File: config.mk
export PLATFORM = sky130hd
export DESIGN_NAME = dpll_loop_ctrl
export DESIGN_NICKNAME = d
export VERILOG_FILES = /design/src/rtl/dpll_pkg.sv /design/src/rtl/dpll_fb_divider.sv /design/src/rtl/dpll_loop_ctrl.sv
export SDC_FILE = /design/constraint.sdc
export NUM_CORES = 1
export LEC_CHECK = 0
export ABC_AREA = 1
export BUFFER_PORTS_ARGS = -buffer_cell sky130_fd_sc_hd__buf_4
export CAP_MARGIN = 20
export CORE_UTILIZATION = 45
export CTS_BUF_LIST = sky130_fd_sc_hd__clkbuf_4 sky130_fd_sc_hd__clkbuf_8 sky130_fd_sc_hd__clkbuf_16
export DETAILED_ROUTE_END_ITERATION = 7
export GPL_TIMING_DRIVEN = 1
export PLACE_DENSITY = 0.68
export RECOVER_POWER = 25
export REMOVE_ABC_BUFFERS = 1
export SETUP_SLACK_MARGIN = 0.02
export SYNTH_ARGS = -nofsm -noshare
export SYNTH_HDL_FRONTEND = slang
export SYNTH_SLANG_ARGS = --single-unit
File: constraint.sdc
create_clock -name pll_clk -period 18.4 [get_ports pll_clk]
set_input_delay 2.76 -clock pll_clk [delete_from_list [all_inputs] [get_ports pll_clk]]
set_output_delay 2.76 -clock pll_clk [all_outputs]
set_load 0.01 [all_outputs]
File: src/rtl/dpll_pkg.sv
`default_nettype none
// +----------------------------------------------------------------------------+
// | dpll_pkg : shared types, control-word limits and saturating add for DPLL   |
// | Rev 1.0  : initial release                                                 |
// +----------------------------------------------------------------------------+
package dpll_pkg;

   typedef enum logic [0:0] {
      UNLOCKED = 1'b0,
      LOCKED   = 1'b1
   } lock_state_e;

   localparam int DPLL_CTRL_W = 16;
   localparam logic signed [DPLL_CTRL_W-1:0] CTRL_MIN = {1'b1, {(DPLL_CTRL_W-1){1'b0}}};
   localparam logic signed [DPLL_CTRL_W-1:0] CTRL_MAX = {1'b0, {(DPLL_CTRL_W-1){1'b1}}};

   // Adds at a width far above any control word, then clamps to a signed w-bit range
   function automatic logic signed [63:0] sat_add(input logic signed [63:0] a,
                                                  input logic signed [63:0] b,
                                                  input int                 w);
      logic signed [63:0] v_sum;
      logic signed [63:0] v_hi;
      logic signed [63:0] v_lo;
      v_sum = a + b;
      v_hi  = (64'sd1 <<< (w - 1)) - 64'sd1;
      v_lo  = -(64'sd1 <<< (w - 1));
      if (v_sum > v_hi) begin
         return v_hi;
      end
      if (v_sum < v_lo) begin
         return v_lo;
      end
      return v_sum;
   endfunction

endpackage
`default_nettype wire

File: src/rtl/dpll_fb_divider.sv
`default_nettype none
// +----------------------------------------------------------------------------+
// | dpll_fb_divider : programmable feedback divider with period-boundary latch |
// | Rev 1.0  : initial release                                                 |
// +----------------------------------------------------------------------------+
module dpll_fb_divider
   import dpll_pkg::*;
#(
   parameter int DIV_W = 8
) (
   input  logic             pll_clk,
   input  logic             rst_n,
   input  logic [DIV_W-1:0] fb_div_n,
   output logic             clk_fb,
   output logic             tc
);

   localparam logic [DIV_W-1:0] c_min_div = DIV_W'(2);
   localparam logic [DIV_W-1:0] c_one     = DIV_W'(1);

   logic [DIV_W-1:0] r_cnt;
   logic [DIV_W-1:0] r_nl;
   logic             r_clk_fb;

   assign tc     = (r_cnt == (r_nl - c_one));
   assign clk_fb = r_clk_fb;

   // The ratio is only sampled at terminal count, so a mid-period change never shortens a pulse
   always_ff @(posedge pll_clk or negedge rst_n) begin
      if (!rst_n) begin
         r_cnt    <= '0;
         r_nl     <= c_min_div;
         r_clk_fb <= 1'b0;
      end else begin
         r_clk_fb <= (r_cnt < (r_nl >> 1));
         if (tc) begin
            r_cnt <= '0;
            r_nl  <= (fb_div_n < c_min_div) ? c_min_div : fb_div_n;
         end else begin
            r_cnt <= r_cnt + c_one;
         end
      end
   end

endmodule
`default_nettype wire

File: src/rtl/dpll_loop_ctrl.sv
`default_nettype none
// +----------------------------------------------------------------------------+
// | dpll_loop_ctrl : PI loop filter, feedback divider and hysteretic lock det. |
// | Rev 1.0  : initial release                                                 |
// +----------------------------------------------------------------------------+
module dpll_loop_ctrl
   import dpll_pkg::*;
#(
   parameter int CTRL_W     = DPLL_CTRL_W,
   parameter int DIV_W      = 8,
   parameter int KP_SHIFT   = 4,
   parameter int KI_SHIFT   = 0,
   parameter int LOCK_TOL   = 2,
   parameter int LOCK_CNT   = 16,
   parameter int UNLOCK_CNT = 4
) (
   input  logic                     pll_clk,
   input  logic                     rst_n,
   input  logic                     up,
   input  logic                     down,
   input  logic [DIV_W-1:0]         fb_div_n,
   output logic signed [CTRL_W-1:0] ctrl_word,
   output logic                     clk_fb,
   output logic                     locked,
   output logic                     lock_lost,
   output logic                     sat
);

   localparam int c_ecnt_w = $clog2(LOCK_TOL + 2);
   localparam int c_qcnt_w = $clog2(LOCK_CNT + 1);
   localparam int c_ncnt_w = $clog2(UNLOCK_CNT + 1);

   localparam logic [c_ecnt_w-1:0] c_ecnt_sat  = c_ecnt_w'(LOCK_TOL + 1);
   localparam logic [c_ecnt_w-1:0] c_ecnt_tol  = c_ecnt_w'(LOCK_TOL);
   localparam logic [c_qcnt_w-1:0] c_qcnt_last = c_qcnt_w'(LOCK_CNT - 1);
   localparam logic [c_ncnt_w-1:0] c_ncnt_last = c_ncnt_w'(UNLOCK_CNT - 1);

   localparam logic signed [63:0] c_ctrl_hi = (64'sd1 <<< (CTRL_W - 1)) - 64'sd1;
   localparam logic signed [63:0] c_ctrl_lo = -(64'sd1 <<< (CTRL_W - 1));

   localparam logic [0:0] c_st_unlocked = UNLOCKED;
   localparam logic [0:0] c_st_locked   = LOCKED;

   logic signed [CTRL_W-1:0] r_integ;
   logic signed [CTRL_W-1:0] r_ctrl_word;
   logic                     r_sat;
   logic [0:0]               r_state;
   logic [c_ecnt_w-1:0]      r_ecnt;
   logic [c_qcnt_w-1:0]      r_qcnt;
   logic [c_ncnt_w-1:0]      r_ncnt;
   logic                     r_lock_lost;

   logic                     w_tc;
   logic                     w_err_cyc;
   logic signed [63:0]       w_err;
   logic signed [63:0]       w_integ_next;
   logic signed [63:0]       w_ctrl_next;
   logic [c_ecnt_w-1:0]      w_ecnt_tot;
   logic                     w_quiet;
   logic [0:0]               w_state_nx;
   logic [c_qcnt_w-1:0]      w_qcnt_nx;
   logic [c_ncnt_w-1:0]      w_ncnt_nx;
   logic                     w_lost_nx;

   dpll_fb_divider #(
      .DIV_W (DIV_W)
   ) u_fb_divider (
      .pll_clk  (pll_clk),
      .rst_n    (rst_n),
      .fb_div_n (fb_div_n),
      .clk_fb   (clk_fb),
      .tc       (w_tc)
   );

   // Proportional kick rides on the already-clamped integrator, so leaving the rail has no windup
   always_comb begin
      w_err_cyc = up ^ down;
      if (up && !down) begin
         w_err = 64'sd1;
      end else if (down && !up) begin
         w_err = -64'sd1;
      end else begin
         w_err = 64'sd0;
      end
      w_integ_next = sat_add(64'(r_integ), w_err <<< KI_SHIFT, CTRL_W);
      w_ctrl_next  = sat_add(w_integ_next, w_err <<< KP_SHIFT, CTRL_W);
   end

   always_comb begin
      w_ecnt_tot = r_ecnt;
      if (w_err_cyc && (r_ecnt != c_ecnt_sat)) begin
         w_ecnt_tot = r_ecnt + c_ecnt_w'(1);
      end
      w_quiet    = (w_ecnt_tot <= c_ecnt_tol);
      w_state_nx = r_state;
      w_qcnt_nx  = r_qcnt;
      w_ncnt_nx  = r_ncnt;
      w_lost_nx  = 1'b0;
      if (w_tc) begin
         if (r_state == c_st_unlocked) begin
            if (!w_quiet) begin
               w_qcnt_nx = '0;
            end else if (r_qcnt == c_qcnt_last) begin
               w_state_nx = c_st_locked;
               w_qcnt_nx  = '0;
            end else begin
               w_qcnt_nx = r_qcnt + c_qcnt_w'(1);
            end
         end else begin
            if (w_quiet) begin
               w_ncnt_nx = '0;
            end else if (r_ncnt == c_ncnt_last) begin
               w_state_nx = c_st_unlocked;
               w_ncnt_nx  = '0;
               w_lost_nx  = 1'b1;
            end else begin
               w_ncnt_nx = r_ncnt + c_ncnt_w'(1);
            end
         end
      end
   end

   always_ff @(posedge pll_clk or negedge rst_n) begin
      if (!rst_n) begin
         r_integ     <= '0;
         r_ctrl_word <= '0;
         r_sat       <= 1'b0;
         r_state     <= c_st_unlocked;
         r_ecnt      <= '0;
         r_qcnt      <= '0;
         r_ncnt      <= '0;
         r_lock_lost <= 1'b0;
      end else begin
         r_integ     <= CTRL_W'(w_integ_next);
         r_ctrl_word <= CTRL_W'(w_ctrl_next);
         r_sat       <= (w_ctrl_next == c_ctrl_hi) || (w_ctrl_next == c_ctrl_lo);
         r_state     <= w_state_nx;
         r_ecnt      <= w_tc ? '0 : w_ecnt_tot;
         r_qcnt      <= w_qcnt_nx;
         r_ncnt      <= w_ncnt_nx;
         r_lock_lost <= w_lost_nx;
      end
   end

   assign ctrl_word = r_ctrl_word;
   assign sat       = r_sat;
   assign locked    = (r_state == c_st_locked);
   assign lock_lost = r_lock_lost;

endmodule
`default_nettype wire

Word level (Yosys, flattened, before mapping)
Index checks and enable logic that the tools add are counted. W data, S select, Z words.

$add $sub $neg: 7. Magnitude comparators: 7. Equal/unequal tests: 6. Mux-type cells: 33. Bitwise operators: 2. Reductions and logical operators: 8.

Operator list (count): $mux W64 (10); $eq A64 B16 Y1 const B (2); $gt A64 B16 Y1 const B (2); $lt A64 B16 Y1 const B (2); $add A16 B64 Y64 (1); $add A64 B64 Y64 (1); $mux W8 (2); $mux W1 (15); $mux W5 (2); $add A8 B1 Y8 const B (1); $eq A8 B8 Y1 (1); $lt A8 B2 Y1 const B (1); $lt A8 B7 Y1 (1); $sub A8 B1 Y8 const B (1); $mux W3 (2); $add A5 B1 Y5 const B (1); $eq A5 B4 Y1 const B (1); $mux W2 (2); $reduce_and A2 Y1 (2); $add A3 B1 Y3 const B (1); $eq A3 B2 Y1 const B (1); $logic_and A1 B1 Y1 (3); $add A2 B1 Y2 const B (1); $le A2 B2 Y1 const B (1); 5 further kinds (6).

Register bits: 62. Input bits: 12. Output and inout bits: 20.

Longest topological paths before layout
Depth after elaboration: 18. Depth in mapped cells: 77. Mapped depth without buffers: 72.

Hierarchy
A second synthesis with hierarchy kept.

Cell total of the unflattened synthesis: 1805. Area, all modules: 10065.9 um2.

Modules (own cells, without submodules): dpll_loop_ctrl (instances 1, cells an instance 1637, area each 8822.2 um2, seq. area each 1126.1 um2); dpll_fb_divider (instances 1, cells an instance 168, area each 1243.7 um2, seq. area each 426.7 um2).

Worst setup path before layout
No wires, ideal clock.

Kind: input port to flip-flop. Start: input port up. End: register r_sat, in the netlist sat. Setup time: 69 ps. Arrival: 12076 ps. Slack: 6256 ps. Stages on the path: 65. Buffers on the path: 4. Cells stage by stage: inv_1 -> ha_1 -> buf_2 -> inv_1 -> buf_2 -> a21oi_1 -> o21bai_1 -> inv_1 -> nor2_1 -> a2111oi_0 -> o221ai_1 -> ha_1 -> or2_2 -> ha_1 -> nand4_1 -> nor4_1 -> nand4_1 -> nor3_1 -> [29 not listed] -> ha_1 -> inv_1 -> nand2_1 -> nor4_1 -> nand3_1 -> nor3_1 -> nand4_1 -> nor3_1 -> nand3_1 -> nor2_1 -> nand3_1 -> nor2_1 -> nand3_1 -> nor2_1 -> nand3_1 -> nor2_1 -> nand4_1 -> nand3_1.

Longest elaborated chain between the ends: 18. Elaborated cells on any way between the ends: 26. Those cells by class: add/sub: 2; order compare: 4; eq/ne: 2; mux: 14; reduce/logical: 4.

RTL lines: from (decl) (RTL line dpll_loop_ctrl.sv:19) `input logic up,`; $logic_not A1 Y1 (RTL line dpll_loop_ctrl.sv:80) `end else if (down && !up) begin`; $logic_and A1 B1 Y1 (RTL line dpll_loop_ctrl.sv:80); $mux W64 (RTL line dpll_loop_ctrl.sv:80); $mux W64 * (RTL line dpll_loop_ctrl.sv:78) `if (up && !down) begin`; $add A16 B64 Y64 * (RTL line dpll_pkg.sv:24) `v_sum = a + b;`; $lt A64 B16 Y1 (RTL line dpll_pkg.sv:30) `if (v_sum < v_lo) begin`; $mux W1 (2 in series) (RTL line dpll_pkg.sv:30); $mux W64 (RTL line dpll_pkg.sv:33) `return v_sum;`; $mux W64 * (RTL line dpll_pkg.sv:30); net w_integ_next[6] (RTL line dpll_loop_ctrl.sv:56) `logic signed [63:0] w_integ_next;`; $add A64 B64 Y64 * (RTL line dpll_pkg.sv:24); $lt A64 B16 Y1 (RTL line dpll_pkg.sv:30); $mux W1 (2 in series) (RTL line dpll_pkg.sv:30); $mux W64 (RTL line dpll_pkg.sv:33); $mux W64 * (RTL line dpll_pkg.sv:30); $eq A64 B16 Y1 (RTL line dpll_loop_ctrl.sv:136) `r_sat <= (w_ctrl_next == c_ctrl_hi) || (w_ctrl_next == c_ctrl_lo);`; $logic_or A1 B1 Y1 * (RTL line dpll_loop_ctrl.sv:136); to (signal assigned) (RTL line dpll_loop_ctrl.sv:136); to (decl) (RTL line dpll_loop_ctrl.sv:46) `logic r_sat;`.

The timed path passes the listed nets; every way through them passes the cells marked *. The select of a mux whose other input is x is not followed. A chain may end at the register's enable or synchronous reset.

Worst setup path in the final report
Same ends and word-level chain as after synthesis.

==> results.toml <==
[sta]
setup_viol = 0
worst_pin_slew_ns = 3.33
slew_headroom_pct = -122
finalSetupTns_ns = 0
fin_skew_ns = 0.00670
finalCritPeriodShare_pct = 78.2
fmax_ghz = 0.0695
rsz0062_at_grt = "false"
finalHoldViolCount = 0
period_needed_ns = 14.38
hold_ws_ns = 0.493
drv_slew = 63

[yosys]
synth_cell_types = 56
syn-cell-area_mm2 = 0.0101
syn_area_per_cell_um2 = 5.72
synth_cells = 1763
synth_edf_count = 0
synth_ff_type = "dfrtp_1"
async_flop_share_pct = 100
synth.ff_latch_count = 62
yosysWarnings = 0
seq_area_frac_synth_pct = 15.4

[floorplan]
die_area_mm2 = 0.0230
fp-row-count = 54
die_w_um = 152
fp.coreArea_mm2 = 0.0219
io_pins = 32
die_y_um = 152
start_util_pct = 46.1

[hold_path]
min_path_type = "register to register"
hold_depth = 2

[setup_path]
start_kind = "primary input"
worst_ep_arrival_time_ns = 14.64
cp_common_cell = "nand2_1"
critPathKind = "primary input to register"
cp_max_fo = 54
slowest_stage = "a2111oi_0"
crit_required_ns = 18.66
rr_worst_depth = 63
cp-end-kind = "register"
max_stage_delay_ns = 0.62

[detailed_routing]
drc = 0
drtPass1Iterations = 6
vias = 11300
ant_nets = 0
vias_per_cell = 5.51
drt_iter0_markers = 1083
wl_um = 33500
wl_per_cell_um = 16.3

[cells_and_area]
fin_nets = 1848
drive_gt1_share_pct = 11.1
areaGrowthSynthToFinish_pct = 6.34
multi_input_area_mm2 = 0.00734
regArea_mm2 = 0.00155
num-fill-cells = 2380
antenna_cells = 0

[power]
power_density_mw_per_mm2 = 160
p_leak_uw = 0.00587
vdd_drop_max_mv = 0.0766

[global_route]
grt_max_degree = 64
antenna_found_initial = 0
grt_pass1_wl_um = 52600
grt_pass1_vias = 10200
track_usage_pct = 29.8
grt-ovfl-total = 0

[run]
drv_cap = 1

[place]
gp_congestion = 1.02
place_hpwl_um = 27500
port_buffers = 31

[cts]
clk_path_buf_depth = 2
cts_tree = "built"
cts_hold_buf = 0
cts_max_level = 3
post_cts_resized = 0
cts-root-buf = "clkbuf_16"
cts_made_buffers = 9
clkTransAtPathRegs_ns = 0.05
cts_setup_buffers = 0
cts.sinks = 62
insertion_delay_ns = 0.33

[outcome]
violations = "capacitance limit, slew limit"
status = "finished, violations left"
[cell families (layout without fill, tap and decap cells)]
logic type	Yosys count	count (layout)	share of synthesized area (%)
simple gates	1095	1095	48.3
flops	62	62	15.4
mux	1	1	0.112
xor+xnor	54	54	5.10
buf+inv	291	306	11.9
compound gates	197	197	11.3
fa+ha+maj	63	63	7.89
[Yosys cell counts, drive strengths merged (5+ instances only)]
library cell | n | area [µm²]
ha | 62 | 776
nand3 | 171 | 921
o21ai | 72 | 368
clkbuf | 13 | 48.8
a31oi | 7 | 43.8
nand3b | 5 | 37.5
nand2 | 630 | 2540
a21boi | 5 | 37.5
nor3 | 24 | 130
nor4 | 11 | 68.8
o21a | 5 | 37.5
dfrtp | 61 | 1530
or2 | 7 | 43.8
o21bai | 7 | 56.3
inv | 254 | 956
a21oi | 85 | 467
nand4 | 36 | 225
nor2 | 210 | 896
buf | 22 | 189
xnor2 | 19 | 166
xor2 | 35 | 348
[placed cells by master (no fill, tap or decap), types with 9 or more instances in the layout]
cell / instances
nand2_1: 573
inv_1: 234
nor2_1: 179
nand3_1: 158
a21oi_1: 78
o21ai_0: 63
dfrtp_1: 61
ha_1: 60
nand2_2: 50
nand4_1: 36
xor2_1: 31
buf_4: 31
nor2_2: 25
nor3_1: 22
inv_2: 19
xnor2_1: 19
nand3_2: 13
nor4_1: 11
clkbuf_16: 9
[registers in the layout, summed over array words and instances (netlist names)]
| signal | count |
|---|---|
| r_ecnt | 2 |
| r_ncnt | 3 |
| locked | 1 |
| r_qcnt | 5 |
| r_integ | 16 |
| u_fb_divider.r_nl | 8 |
| ctrl_word | 16 |
| sat | 1 |
| u_fb_divider.clk_fb | 1 |
| lock_lost | 1 |
| u_fb_divider.r_cnt | 8 |
[routing by layer]
layer | track usage (%) | part of all wire (%) | wire [µm] | vias up
met1 | 42.1 | 46 | 15300 | 5185
met5 | 0 | 0 | 0 | -
met2 | 47.0 | 44 | 14800 | 434
met4 | 7.72 | 2.5 | 835 | 0
met3 | 4.43 | 7.7 | 2590 | 68
li1 | - | - | - | 5648
[power breakdown]
part / switching [µW] / total, µW / internal, µW / leakage (µW)
clock network: 61.3 / 153 / 92.2 / 0.000140
registers: 21.6 / 191 / 169 / 0.000670
logic: 979 / 1380 / 397 / 0.00506
[area by class of cell]
cell class / instances / share of cell area [%]
timing repair buffer: 34 / 2.34
tap: 280 / 3.27
multi-input combinational: 1410 / 68.4
sequential: 62 / 14.5
clock inverter: 6 / 0.350
inverter: 256 / 8.99
clock buffer: 10 / 2.17
[critical path: cells and delay by family]
family                     cells  cell delay (ns)
AOI/OAI and AO/OA              9             2.76
buffers and inverters          6             1.20
adders and majority gates      7             2.26
and+or+nand+nor               45             5.62
[final timing paths]
check                                        endpoint                   from  slack [ns]
worst max register to register          sat$_DFF_PN0_   r_integ[2]$_DFF_PN0_        6.95
worst min-delay path            r_ncnt[1]$_DFFE_PN0P_  r_ncnt[1]$_DFFE_PN0P_        0.49
min in group asynchronous       r_qcnt[2]$_DFFE_PN0P_                  rst_n        3.54
worst max-delay path                    sat$_DFF_PN0_                     up        4.02
max in group asynchronous        r_integ[8]$_DFF_PN0_                  rst_n       12.98
worst min register to register  r_ncnt[1]$_DFFE_PN0P_  r_ncnt[1]$_DFFE_PN0P_        0.49
[stage by stage]
stage | power, µW | util, % | area [µm²] | cells | worst slack [ns]
after detailed placement | 1540 | 47.8 | 10500 | 2042 | 3.91
after CTS | 1700 | 49.0 | 10700 | 2058 | 4.20
after global routing | 1880 | 49.0 | 10700 | 2058 | 3.03
final | 1720 | 49.0 | 10700 | 2058 | 4.02
after floorplan | 1160 | - | 9850 | 1728 | 5.36
after global placement | 1530 | 47.8 | 10500 | 2042 | 4.12
Power figures use the tool's default switching activity.
